==> src/rtl/snake_pkg.sv <==
`timescale 1ns / 1ps
// Shared defaults, LFSR taps and FSM state encoding for the snake-game food logic.
package snake_pkg;

  localparam int CELL_SIZE_DEF = 20;
  localparam int COLS_DEF      = 38;
  localparam int ROWS_DEF      = 28;
  localparam int COORD_W_DEF   = 11;
  localparam int LFSR_W_DEF    = 16;
  localparam int MAX_TRIES_DEF = 15;

  localparam logic [15:0] LFSR_SEED_DEF = 16'hACE1;
  // Feedback taps q[15], q[13], q[12], q[10]
  localparam logic [15:0] LFSR_TAPS = 16'hB400;

  typedef enum logic [2:0] {
    IDLE,
    DRAW_X,
    DRAW_Y,
    QUERY,
    SCAN_Q,
    DONE
  } fpg_state_e;

  function automatic logic [15:0] lfsr_step(input logic [15:0] q);
    return {q[14:0], ^(q & LFSR_TAPS)};
  endfunction

endpackage

==> src/rtl/lfsr16.sv <==
`timescale 1ns / 1ps
// Free-running 16-bit Fibonacci LFSR; a zero seed is replaced by 1 so it never locks up.
module lfsr16
  import snake_pkg::*;
#(
  parameter logic [15:0] SEED = LFSR_SEED_DEF
) (
  input  logic        clk_i,
  input  logic        rst_i,
  output logic [15:0] q_o
);

  localparam logic [15:0] SEED_NZ = (SEED == 16'h0000) ? 16'h0001 : SEED;

  logic [15:0] lfsr_q;

  always_ff @(posedge clk_i) begin
    if (rst_i) begin
      lfsr_q <= SEED_NZ;
    end else begin
      lfsr_q <= lfsr_step(lfsr_q);
    end
  end

  assign q_o = lfsr_q;

endmodule

==> src/rtl/food_point_gen.sv <==
`timescale 1ns / 1ps
// Food point generator: random free grid cell via LFSR draws and an occupancy handshake,
// falling back to a linear scan of the grid after repeated collisions.
module food_point_gen
  import snake_pkg::*;
#(
  parameter int                CELL_SIZE = CELL_SIZE_DEF,
  parameter int                COLS      = COLS_DEF,
  parameter int                ROWS      = ROWS_DEF,
  parameter int                COORD_W   = COORD_W_DEF,
  parameter int                LFSR_W    = LFSR_W_DEF,
  parameter logic [LFSR_W-1:0] SEED      = LFSR_SEED_DEF,
  parameter int                MAX_TRIES = MAX_TRIES_DEF
) (
  input  logic               CLK_100MHz,
  input  logic               RST,
  input  logic               req,
  output logic               busy,
  output logic               valid,
  output logic [COORD_W-1:0] randX,
  output logic [COORD_W-1:0] randY,
  output logic               full,
  output logic               occ_req,
  output logic [COORD_W-1:0] occ_x,
  output logic [COORD_W-1:0] occ_y,
  input  logic               occ_ack,
  input  logic               occ_hit
);

  localparam int XW     = (COLS > 1) ? $clog2(COLS) : 1;
  localparam int YW     = (ROWS > 1) ? $clog2(ROWS) : 1;
  localparam int NCELLS = COLS * ROWS;
  localparam int SW     = $clog2(NCELLS + 1);
  localparam int TW     = (MAX_TRIES > 0) ? $clog2(MAX_TRIES + 1) : 1;

  function automatic logic [COORD_W-1:0] to_pix(input logic [31:0] idx);
    logic [31:0] p;
    p = (idx + 32'd1) * 32'(CELL_SIZE);
    return p[COORD_W-1:0];
  endfunction

  logic [LFSR_W-1:0] lfsr;
  logic              lfsr_unused;

  lfsr16 #(
    .SEED(SEED)
  ) u_lfsr (
    .clk_i(CLK_100MHz),
    .rst_i(RST),
    .q_o  (lfsr)
  );

  // Only the low index bits are drawn from; the reduction keeps the rest referenced.
  assign lfsr_unused = ^lfsr;

  logic [XW-1:0] cx_d;
  logic [YW-1:0] cy_d;
  logic          cx_ok_d;
  logic          cy_ok_d;

  assign cx_d    = lfsr[XW-1:0];
  assign cy_d    = lfsr[YW-1:0];
  assign cx_ok_d = 32'(cx_d) < 32'(COLS);
  assign cy_ok_d = 32'(cy_d) < 32'(ROWS);

  fpg_state_e         state_q;
  logic [XW-1:0]      cx_q;
  logic [YW-1:0]      cy_q;
  logic [TW-1:0]      tries_q;
  logic [SW-1:0]      scanned_q;
  logic               busy_q;
  logic               valid_q;
  logic               full_q;
  logic               occ_req_q;
  logic [COORD_W-1:0] occ_x_q;
  logic [COORD_W-1:0] occ_y_q;
  logic [COORD_W-1:0] randx_q;
  logic [COORD_W-1:0] randy_q;

  always_ff @(posedge CLK_100MHz) begin
    if (RST) begin
      state_q   <= IDLE;
      tries_q   <= '0;
      busy_q    <= 1'b0;
      valid_q   <= 1'b0;
      full_q    <= 1'b0;
      occ_req_q <= 1'b0;
      occ_x_q   <= COORD_W'(CELL_SIZE);
      occ_y_q   <= COORD_W'(CELL_SIZE);
      randx_q   <= COORD_W'(CELL_SIZE);
      randy_q   <= COORD_W'(CELL_SIZE);
    end else begin
      valid_q <= 1'b0;
      case (state_q)
        IDLE: begin
          if (req) begin
            state_q <= DRAW_X;
            busy_q  <= 1'b1;
            tries_q <= '0;
            full_q  <= 1'b0;
          end
        end
        DRAW_X: begin
          if (cx_ok_d) begin
            cx_q    <= cx_d;
            state_q <= DRAW_Y;
          end
        end
        DRAW_Y: begin
          // Issue the query straight away so a clean draw completes in minimum time
          if (cy_ok_d) begin
            cy_q      <= cy_d;
            occ_req_q <= 1'b1;
            occ_x_q   <= to_pix(32'(cx_q));
            occ_y_q   <= to_pix(32'(cy_d));
            state_q   <= QUERY;
          end
        end
        QUERY: begin
          if (occ_ack) begin
            occ_req_q <= 1'b0;
            if (!occ_hit) begin
              state_q <= DONE;
              valid_q <= 1'b1;
              busy_q  <= 1'b0;
              randx_q <= occ_x_q;
              randy_q <= occ_y_q;
            end else if (32'(tries_q) < 32'(MAX_TRIES)) begin
              tries_q <= tries_q + TW'(1);
              state_q <= DRAW_X;
            end else begin
              scanned_q <= '0;
              state_q   <= SCAN_Q;
            end
          end
        end
        SCAN_Q: begin
          // occ_req idles low for one cycle after every ack before the next cell is posted
          if (!occ_req_q) begin
            occ_req_q <= 1'b1;
            occ_x_q   <= to_pix(32'(cx_q));
            occ_y_q   <= to_pix(32'(cy_q));
          end else if (occ_ack) begin
            occ_req_q <= 1'b0;
            if (!occ_hit) begin
              state_q <= DONE;
              valid_q <= 1'b1;
              busy_q  <= 1'b0;
              randx_q <= occ_x_q;
              randy_q <= occ_y_q;
            end else if (32'(scanned_q) == 32'(NCELLS - 1)) begin
              state_q <= DONE;
              valid_q <= 1'b1;
              busy_q  <= 1'b0;
              full_q  <= 1'b1;
              randx_q <= to_pix(32'd0);
              randy_q <= to_pix(32'd0);
            end else begin
              scanned_q <= scanned_q + SW'(1);
              if (32'(cx_q) == 32'(COLS - 1)) begin
                cx_q <= '0;
                if (32'(cy_q) == 32'(ROWS - 1)) begin
                  cy_q <= '0;
                end else begin
                  cy_q <= cy_q + YW'(1);
                end
              end else begin
                cx_q <= cx_q + XW'(1);
              end
            end
          end
        end
        DONE: begin
          state_q <= IDLE;
        end
        default: begin
          state_q <= IDLE;
        end
      endcase
    end
  end

  assign busy    = busy_q;
  assign valid   = valid_q;
  assign full    = full_q;
  assign randX   = randx_q;
  assign randY   = randy_q;
  assign occ_req = occ_req_q;
  assign occ_x   = occ_x_q;
  assign occ_y   = occ_y_q;

endmodule

==> config.mk <==
export PLATFORM = sky130hd
export DESIGN_NAME = food_point_gen
export DESIGN_NICKNAME = d
export VERILOG_FILES = /design/src/rtl/snake_pkg.sv /design/src/rtl/lfsr16.sv /design/src/rtl/food_point_gen.sv
export SDC_FILE = /design/constraint.sdc
export NUM_CORES = 1
export LEC_CHECK = 0
export BUFFER_PORTS_ARGS = -buffer_cell sky130_fd_sc_hd__buf_2
export CORE_ASPECT_RATIO = 1.75
export CORE_UTILIZATION = 63
export DETAILED_ROUTE_END_ITERATION = 6
export PLACE_DENSITY = 0.84
export REMOVE_ABC_BUFFERS = 1
export SLEW_MARGIN = 20
export SYNTH_ARGS = -nofsm -noshare
export SYNTH_HDL_FRONTEND = slang
export SYNTH_SLANG_ARGS = --single-unit
==> constraint.sdc <==
create_clock -name CLK_100MHz -period 5.8 [get_ports CLK_100MHz]
set_input_delay 0 -clock CLK_100MHz [delete_from_list [all_inputs] [get_ports CLK_100MHz]]
set_output_delay 0 -clock CLK_100MHz [all_outputs]
set_load 0.02 [all_outputs]
# [Word level (Yosys, flattened, before mapping)]
# Index checks and enable logic that the tools add are counted.
# W data, S select, Z words.
[totals] out_inout_bits=48 input_bits=5 regBits=93 wordCells=154
[op_classes] bitwise_logic=1 mux=84 n_reduce_logical=19 addsub=7 mul=3 n_eq_ne=23 order_cmp=3
[ops] cell="$mux W11" n=22
[ops] cell="$pmux W11 S2" n=5
[ops] cell="$mux W6" n=6
[ops] cell="$mux W5" n=7
[ops] cell="$mux W3" n=10
[ops] cell="$ne A2 B2 Y1 const B" n=15
[ops] cell="$mux W1" n=22
[ops] cell="$reduce_and A7 Y1" n=3
[ops] cell="$mul A6 B3 Y9 const B" n=2
[ops] cell="$mux W4" n=4
[ops] cell="$reduce_xor A16 Y1" n=1
[ops] cell="$pmux W3 S5" n=1
[ops] cell="$add A5 B1 Y6 const B" n=2
[ops] cell="$pmux W6 S2" n=1
[ops] cell="$reduce_and A6 Y1" n=2
[ops] cell="$add A11 B1 Y11 const B" n=1
[ops] cell="$eq A11 B11 Y1 const B" n=1
[ops] cell="$pmux W5 S2" n=1
[ops] cell="$reduce_bool A2 Y1" n=5
[ops] cell="$mul A7 B3 Y9 const B" n=1
[ops] cell="$reduce_and A9 Y1" n=1
[ops] cell="$pmux W4 S2" n=1
[ops] cell="$reduce_and A8 Y1" n=1
[ops] cell="$add A6 B1 Y7 const B" n=1
[ops] cell="other kinds (19)" n=24

# [Logic depth before layout (Yosys ltp)]
# Gate-level depths: netlist (run 1).
[depth] depth_word=8 mapped_depth=12 mapped_depth_nobuf=12

# [Modules after synthesis]
# A second synthesis (run 1) with hierarchy kept.
[hier_totals] cells_unflattened=511 area_unflattened_um2=4629.4
[modules_own_cells] mod="food_point_gen" cells_per_inst=475 area_per_inst_um2=4175.3 seq_area_each_um2=1601.5 instances=1
[modules_own_cells] mod="lfsr16" cells_per_inst=36 area_per_inst_um2=454.2 seq_area_each_um2=320.3 instances=1

# [Worst setup path before layout (run 1)]
# Ideal clock, no wire load.
[synth_path] kind="reg2reg" start="register state_q[2]" end="register scanned_q[0], enable pin" synth_period_minus_slack_ns=2.635 t_arrival_ns=2.227 stages_incl_launch_ff=6 setup_time_ns=0.408 path_slack_ns=3.165 required_ns=5.392 n_path_buf=2 path_cell_list="dfxtp_1 > buf_4 > or3b_1 > buf_2 > o21ai_0 > nor4bb_1"
[synth_via] elab_chain_cells=3 word_cells_on_any_way=11 cone_classes="9 x eq/ne; 2 x reduce/logical"
[synth_lines] element="start: declaration" line="food_point_gen.sv:66" text="fpg_state_e state_q;"
[synth_lines] element="start signal: assignment" line="food_point_gen.sv:82" text="state_q <= IDLE;"
[synth_lines] element="start signal: assignment" line="food_point_gen.sv:97" text="state_q <= DRAW_X;"
[synth_lines] element="start signal: assignment" line="food_point_gen.sv:106" text="state_q <= DRAW_Y;"
[synth_lines] element="$eq A3 B2 Y1 or $eq A3 B3 Y1 (tied branches)" line="food_point_gen.sv:94" text="case (state_q)"
[synth_lines] element="$ne A2 B2 Y1 (no source line) or $reduce_bool A2 Y1 (tied branches)"
[synth_lines] element="$reduce_and A9 Y1 (no source line) (*)"
[synth_lines] element="end signal: assignment" line="food_point_gen.sv:159" text="scanned_q <= scanned_q + SW'(1);"
[synth_lines] element="end: declaration" line="food_point_gen.sv:70" text="logic [SW-1:0] scanned_q;"
# Mark *: on every way between the ends. The rest lies on a longest branch, timed or not.
# A chain may end at the register's enable or synchronous reset.

# [Final worst setup path (run 1)]
[layout_path] start="register cy_q[0]" end="register occ_y_q[9], in the netlist occ_y[9]"
[layout_via] elab_chain_cells=4
[layout_lines] element="start: declaration" line="food_point_gen.sv:68" text="logic [YW-1:0] cy_q;"
[layout_lines] element="start signal: assignment" line="food_point_gen.sv:112" text="cy_q <= cy_d;"
[layout_lines] element="start signal: assignment" line="food_point_gen.sv:165" text="cy_q <= cy_q + YW'(1);"
[layout_lines] element="$add A5 B1 Y6" line="food_point_gen.sv:38" text="p = (idx + 32'd1) * 32'(CELL_SIZE);"
[layout_lines] element="$mul A6 B3 Y9" line="food_point_gen.sv:38"
[layout_lines] element="$mux W11" line="food_point_gen.sv:139" text="if (!occ_req_q) begin"
[layout_lines] element="$pmux W11 S2" line="food_point_gen.sv:94"
[layout_lines] element="end signal: assignment" line="food_point_gen.sv:89" text="occ_y_q <= COORD_W'(CELL_SIZE);"
[layout_lines] element="end signal: assignment" line="food_point_gen.sv:115" text="occ_y_q <= to_pix(32'(cy_d));"
[layout_lines] element="end signal: assignment" line="food_point_gen.sv:142" text="occ_y_q <= to_pix(32'(cy_q));"
[layout_lines] element="end: declaration" line="food_point_gen.sv:76" text="logic [COORD_W-1:0] occ_y_q;"
# No other way between the ends. The select of a mux whose other input is x is not followed.

==> out/qor.yml, run 1 <==
pwr:
  pwr-share-clk: 0.357
  p_switching_mw: 0.466
  power.density_nw_per_um2: 308
  power.total_mw: 1.59
  pwr-share-seq: 0.440
  vdd_drop_max_mv: 0.259
  swShare: 0.294
  power.static_leakage_nw: 2.15
  combPwrFrac: 0.203
  internal_power_mw: 1.12
synthesis:
  ys_warn_count: 0
  ys_top_cells_by_count: "dfxtp_1 (63), nand2_1 (44), nor2_1 (36), nand3_1 (35), o21ai_0 (34)"
  synthCells: 508
  yosysMostFrequentCell: "dfxtp_1"
  synth_area_leaders: "dfxtp_1 (27%), edfxtp_1 (14%), ha_1 (7.5%)"
  synth_edf_count: 22
  synth_area_sq_um: 4660
  synth_top_area_share: 0.270
  synthArstFlopShare: 0
  synth.distinct_cells: 61
  seq_area_frac_synth: 0.412
  synth_ff_type: "dfxtp_1"
  synth_area_per_cell_sq_um: 9.18
  synth_top_cell_by_area: "dfxtp_1"
  ys_ff_latch: 85
worst_setup_path:
  cp_max_fo: 5
  worstSetupStartpointType: "flop"
  worstSetupEndpointType: "flop"
  cpMaxStageDelayCell: "edfxtp_1"
  cp_top_family: "adder cells"
  worstPathCellList: "ha_1 -> xor2_1 -> ha_1 -> ha_1 -> inv_1 -> fa_1 -> nor2b_1 -> o21ai_0 -> a211o_1 -> and3_1 -> a211oi_1"
  required_ps: 6050
  worstReg2RegEnd: "occ_y[9]"
  cp_num_buf_inv: 1
  reg2reg_slack_ps: 2820
  rr_worst_depth: 11
  crit_arrival_ps: 3230
  crit_type: "flop to flop"
  slowest_delay_ps: 450
  regToRegStartpoint: "cy_q[0]"
  crit_path_frequent_cell: "ha_1"
cts:
  cts_hold_buf: 0
  postCtsSetupRepairBufs: 0
  h-tree-depth: 3
  cts_inserted_buffers: 9
  clockBufferDepth: 2
  cts_tree: "done"
  cts_resized: 0
  root_buffer: "clkbuf_16"
  clkTransAtPathRegs_ps: 60
  cts_sinks: 85
  insertion_delay_ps: 340
grt:
  first_global_vias: 3604
  grt_antenna_before_repair: 0
  grt_pass1_wl_microns: 16000
  grt_max_degree: 67
  grt_overflow: 0
  grt_use_total: 0.275
placement:
  portBuffers: 44
  hpwl_microns: 6680
  gp_congestion: 0.894
die:
  die-height_microns: 116
  ios: 53
  start_util: 0.649
  die_x_microns: 67.0
  fp-row-count: 41
  die_area_sq_um: 7770
  core_area_sq_um: 7180
timing:
  tightest_slew_ps: 910
  relSlewSlack: 0.393
  rsz0062_at_grt: "no"
  clock_skew_ps: 4.72
  fin_crit_ps: 2980
  finalCritPeriodShare: 0.514
  slew_violations: 0
  setup_viol: 0
  setup_tns_ps: 0
  fmax_ghz: 0.336
  hold_viol_final: 0
layout:
  syn_to_final_growth_pct: 10.6
  nets: 574
  diodes: 0
  fill_cells: 544
  layout-drive-gt1-share: 0.157
min_path:
  holdCritPathClass: "primary input to flop"
  holdPathEnd: "valid"
  min_from: "occ_ack"
  hold-path-cell-count: 2
detailed_routing:
  drtPass1Iterations: 5
  final_antenna_net_count: 0
  via_count: 3678
  drt_iter0_drc: 195
  drc: 0
  detail_route.wl_per_cell_microns: 15.4
  avgViaCountPerCell: 5.85
  totalWireLength_microns: 9710
flow_run:
  max_cap_violations: 0
status:
  status: "finished, final reports clean"
-- stage by stage --
| stage | hold WS, ps | setup WS, ps | instances | util | instance area (sq um) |
|---|---|---|---|---|---|
| 3_3_place_gp | 363 | 2780 | 613 | 0.675 | 4850 |
| 3_5_place_dp | 365 | 2720 | 613 | 0.677 | 4860 |
| 5_1_grt | 29.3 | 2670 | 629 | 0.718 | 5160 |
| 2_1_floorplan | 69.1 | 2790 | 479 | - | 4490 |
| 4_1_cts | 12.9 | 2670 | 629 | 0.717 | 5150 |
| 6_report | 18.2 | 2820 | 629 | 0.718 | 5160 |
-- area by class of cell --
cell class              instances  area (sq um)  share of cell area
multi-input cells             371          2500               0.485
well taps                      86           108              0.0209
flip-flops and latches         85          1920               0.373
clock inverters                 4          46.3             0.00897
inverters                      23          86.3              0.0167
clock buffers                  12           246              0.0478
repair buffers                 48           250              0.0485
-- worst max-delay path by stage --
stage                from      endpoint  slack (ps)  cells after the start
2_1_floorplan  state_q[2]  scanned_q[0]        2790                      3
3_3_place_gp   state_q[2]  scanned_q[6]        2780                      3
3_5_place_dp   state_q[1]       cx_q[4]        2720                      3
4_1_cts        state_q[1]       cx_q[3]        2670                      3
5_1_grt        state_q[2]     randX[10]        2670                      5
6_report          cy_q[0]      occ_y[9]        2820                     11
-- cells in the final DEF (no fill, tap or decap), types with 8 or more instances in the layout --
master | netlist | layout
ha_1 | 28 | 28
clkbuf_16 | 0 | 9
a211o_1 | 10 | 10
nand2b_1 | 17 | 17
nand3_1 | 35 | 35
nand2_1 | 44 | 44
dfxtp_1 | 63 | 63
xnor2_1 | 16 | 16
o21ai_0 | 34 | 34
inv_1 | 23 | 23
a21oi_1 | 19 | 19
nor2b_1 | 15 | 15
or2_2 | 8 | 8
conb_1 | 1 | 8
xor2_1 | 13 | 13
a31oi_1 | 8 | 8
buf_2 | 10 | 44
edfxtp_1 | 22 | 22
nor3_1 | 11 | 11
nor2_1 | 36 | 36
-- metal layers --
layer,vias to the layer above,part of all wire,GRT usage
met5,-,0,0
met4,0,0.033,0.170
met3,22,0.042,0.0502
met2,104,0.54,0.500
met1,1736,0.38,0.279
li1,1816,-,-
-- sequential cells by signal, indices dropped and copies added (netlist names), 3 cells and up --
| signal | cells |
|---|---|
| cx_q | 6 |
| cy_q | 5 |
| occ_x | 9 |
| occ_y | 9 |
| randX | 9 |
| randY | 9 |
| scanned_q | 11 |
| state_q | 3 |
| tries_q | 4 |
| u_lfsr.q_o | 16 |
-- cell families after synthesis --
group           Yosys count  synth area share
simple gates            203             0.233
compound gates           97             0.138
flops                    85             0.412
buf+inv                  59            0.0622
fa+ha+maj                31            0.0880
xor+xnor                 31            0.0628
other cells               1          0.000804
mux                       1           0.00241
-- worst register-to-register path: cells and delay by family, from the launching register on --
kind | cells | cell delay, ps
AO/OA/AOI/OAI | 3 | 690
adder cells (fa/ha/maj) | 4 | 1040
flip-flops | 1 | 450
buffers and inverters | 1 | 50
AND/OR/NAND/NOR | 2 | 370
XOR/XNOR | 1 | 280
-- power by group through the flow --
stage,clock network (mW),registers [mW],logic [mW]
2_1_floorplan,0,0.727,0.204
3_3_place_gp,0,0.708,0.305
3_5_place_dp,0,0.710,0.315
4_1_cts,0.573,0.698,0.322
5_1_grt,0.594,0.706,0.359
6_report,0.567,0.700,0.322
Note: power is estimated with default switching activity, not from simulation.
==> run 2, diff against run 1 <==
CORE_UTILIZATION = 53   (was 63)
PLACE_DENSITY = 0.75   (was 0.84)
clock period = 2.7 ns   (was 5.8 ns; I/O delays follow)
==> run 2 against run 1 <==
Net effect:
- via count rose by 1.5%
- largest power group unchanged
- sequential share of layout area fell by 1.9 points
- utilization down 7.4 points
- sequential cell count did not move
- fmax grew 14%
- wire length grew 2.8%
==> out/qor.yml, run 2 (synthesis results as in run 1) <==
timing:
  clock_skew_ps: 7.74  # +3.02 ps
  tightest_slew_ps: 747  # -163 ps
  setup_viol: 0  # unchanged
  hold_viol_final: 0  # unchanged
  slew_violations: 0  # unchanged
  setup_tns_ps: 0  # unchanged
  fmax_ghz: 0.382  # +14%
  holdWs_ps: 18.3  # +0.110 ps
  relSlewSlack: 0.502  # +0.109
  finalCritPeriodShare: 0.969  # +0.455
  fin_crit_ps: 2620  # -363 ps
  fin_ws_ps: 84.0  # -2740 ps
  rsz0062_at_grt: "yes"
placement:
  portBuffers: 44  # unchanged
  place_area_sq_um: 5000  # +2.8%
  hpwl_microns: 7140  # +7.0%
  pre_cts_slack_ps: -25.5  # -2740 ps
  gp_congestion: 0.938  # +5.0%
  dpl.cell_count: 655  # +6.9%
min_path:
  hold-path-cell-count: 2  # unchanged
  min_from: "occ_ack"
  holdPathEnd: "valid"
  holdCritPathClass: "primary input to flop"
die:
  die-height_microns: 126  # +8.9%
  start_util: 0.554  # -0.0957
  fp-row-count: 44  # +7.3%
  core_area_sq_um: 8420  # +17%
  die_area_sq_um: 9190  # +18%
  ios: 53  # unchanged
  die_x_microns: 72.9  # +8.8%
cts:
  cts_sinks: 85  # unchanged
  insertion_delay_ps: 340  # about the same
  clockBufferDepth: 2  # unchanged
  h-tree-depth: 3  # unchanged
  cts_tree: "done"
  cts_inserted_buffers: 9  # unchanged
  cts_hold_buf: 0  # unchanged
  clkTransAtPathRegs_ps: 60  # about the same
  root_buffer: "clkbuf_16"
grt:
  grt_pass1_wl_microns: 16600  # +4.0%
  grt_use_total: 0.233  # -0.0427
  grt_antenna_before_repair: 0  # unchanged
  grt_max_degree: 44  # -34%
  first_global_vias: 3631  # +0.75%
  grt_overflow: 0  # unchanged
layout:
  final_common_cell: "dfxtp_1"
  syn_to_final_growth_pct: 16.4
  stdcell_count: 676  # +7.5%
  nets: 592  # +3.1%
  mostFrequentLayoutCells: "dfxtp_1 (63), nand2_1 (44), buf_2 (44)"
  diodes: 0  # unchanged
  register_area_sq_um: 1920  # unchanged
  multiInputGateArea_sq_um: 2560  # +2.5%
  final_cell_area_sq_um: 5430  # +5.3%
  fin_util: 0.645  # -0.0736
  layout-drive-gt1-share: 0.210  # +0.0538
  fill_cells: 716  # +32%
  largest_reg_flops: 16  # unchanged
worst_setup_path:
  regToRegStartpoint: "cy_q[2]"
  required_ps: 2970  # -3080 ps
  worstReg2RegEnd: "occ_y[9]"
  reg2reg_slack_ps: 80  # -2740 ps
  cpMaxStageDelayCell: "edfxtp_1"
  crit_path_frequent_cell: "ha_1"
  cp_max_fo: 4  # -1
  worstPathCellList: "nand3_2 -> xnor2_2 -> ha_1 -> ha_1 -> inv_1 -> fa_2 -> nor2b_2 -> o21ai_1 -> a211o_1 -> and3_1 -> a211oi_2"
  rr_worst_depth: 11  # unchanged
  slowest_delay_ps: 470  # +20 ps
  crit_arrival_ps: 2880  # -350 ps
  worstSetupEndpointType: "flop"
  worstSetupStartpointType: "flop"
  crit_type: "flop to flop"
detailed_routing:
  via_count: 3732  # +1.5%
  drc: 0  # unchanged
  final_antenna_net_count: 0  # unchanged
  drtPass1Iterations: 5  # unchanged
  avgViaCountPerCell: 5.52  # -5.6%
  detail_route.wl_per_cell_microns: 14.8  # -4.3%
  drt_iter0_drc: 181  # -7.2%
  totalWireLength_microns: 9990  # +2.8%
flow_run:
  max_cap_violations: 0  # unchanged
pwr:
  power.density_nw_per_um2: 650  # +110%
  power.total_mw: 3.53  # +120%
  vdd_drop_max_mv: 0.371  # +44%
  power.static_leakage_nw: 2.27  # +5.5%
status:
  status: "finished, final reports clean"
-- run 2: critical path: cells and delay by family, from the launching register on --
family,cells,cell delay (ps)
AOI/OAI and AO/OA,3,570
xor gates and xnor gates,1,180
adders and majority gates,3,810
buffers and inverters,1,50
DFF,1,470
and+or+nand+nor,3,460
-- run 2: where the power goes --
group	switching [mW]	total, mW	internal (mW)
combinational	0.438	0.751	0.313
clock	0.512	1.29	0.777
sequential	0.0936	1.49	1.40
-- run 2: final cells by class --
type                    count  share of cell area
flip-flops and latches     85               0.354
clock buffers              10              0.0461
clock inverters             6              0.0127
multi-input cells         371               0.472
well taps                 115              0.0265
inverters                  23              0.0159
repair buffers             66              0.0733
-- run 2: repair_timing --
action                     CTS  global route
pin swaps                    0             7
buffers inserted             0             5
setup endpoints to repair    2             4
resized for setup            2            15
-- run 2: routing by layer --
layer	vias up	global-route usage	share of wire
met1	1766	0.263	0.41
met5	-	0	0
met4	0	0.104	0.022
met2	87	0.414	0.54
met3	17	0.0424	0.031
li1	1862	-	-
-- run 2: how the worst max path moves through the flow --
stage	slack, ps	start	to
2_1_floorplan	-310	state_q[2]	scanned_q[0]
6_report	80	cy_q[2]	occ_y[9]
4_1_cts	6	cy_q[0]	occ_y[9]
3_5_place_dp	-30	cx_q[0]	occ_x[10]
3_3_place_gp	50	cy_q[0]	occ_y[9]
5_1_grt	-40	cx_q[0]	occ_x[9]
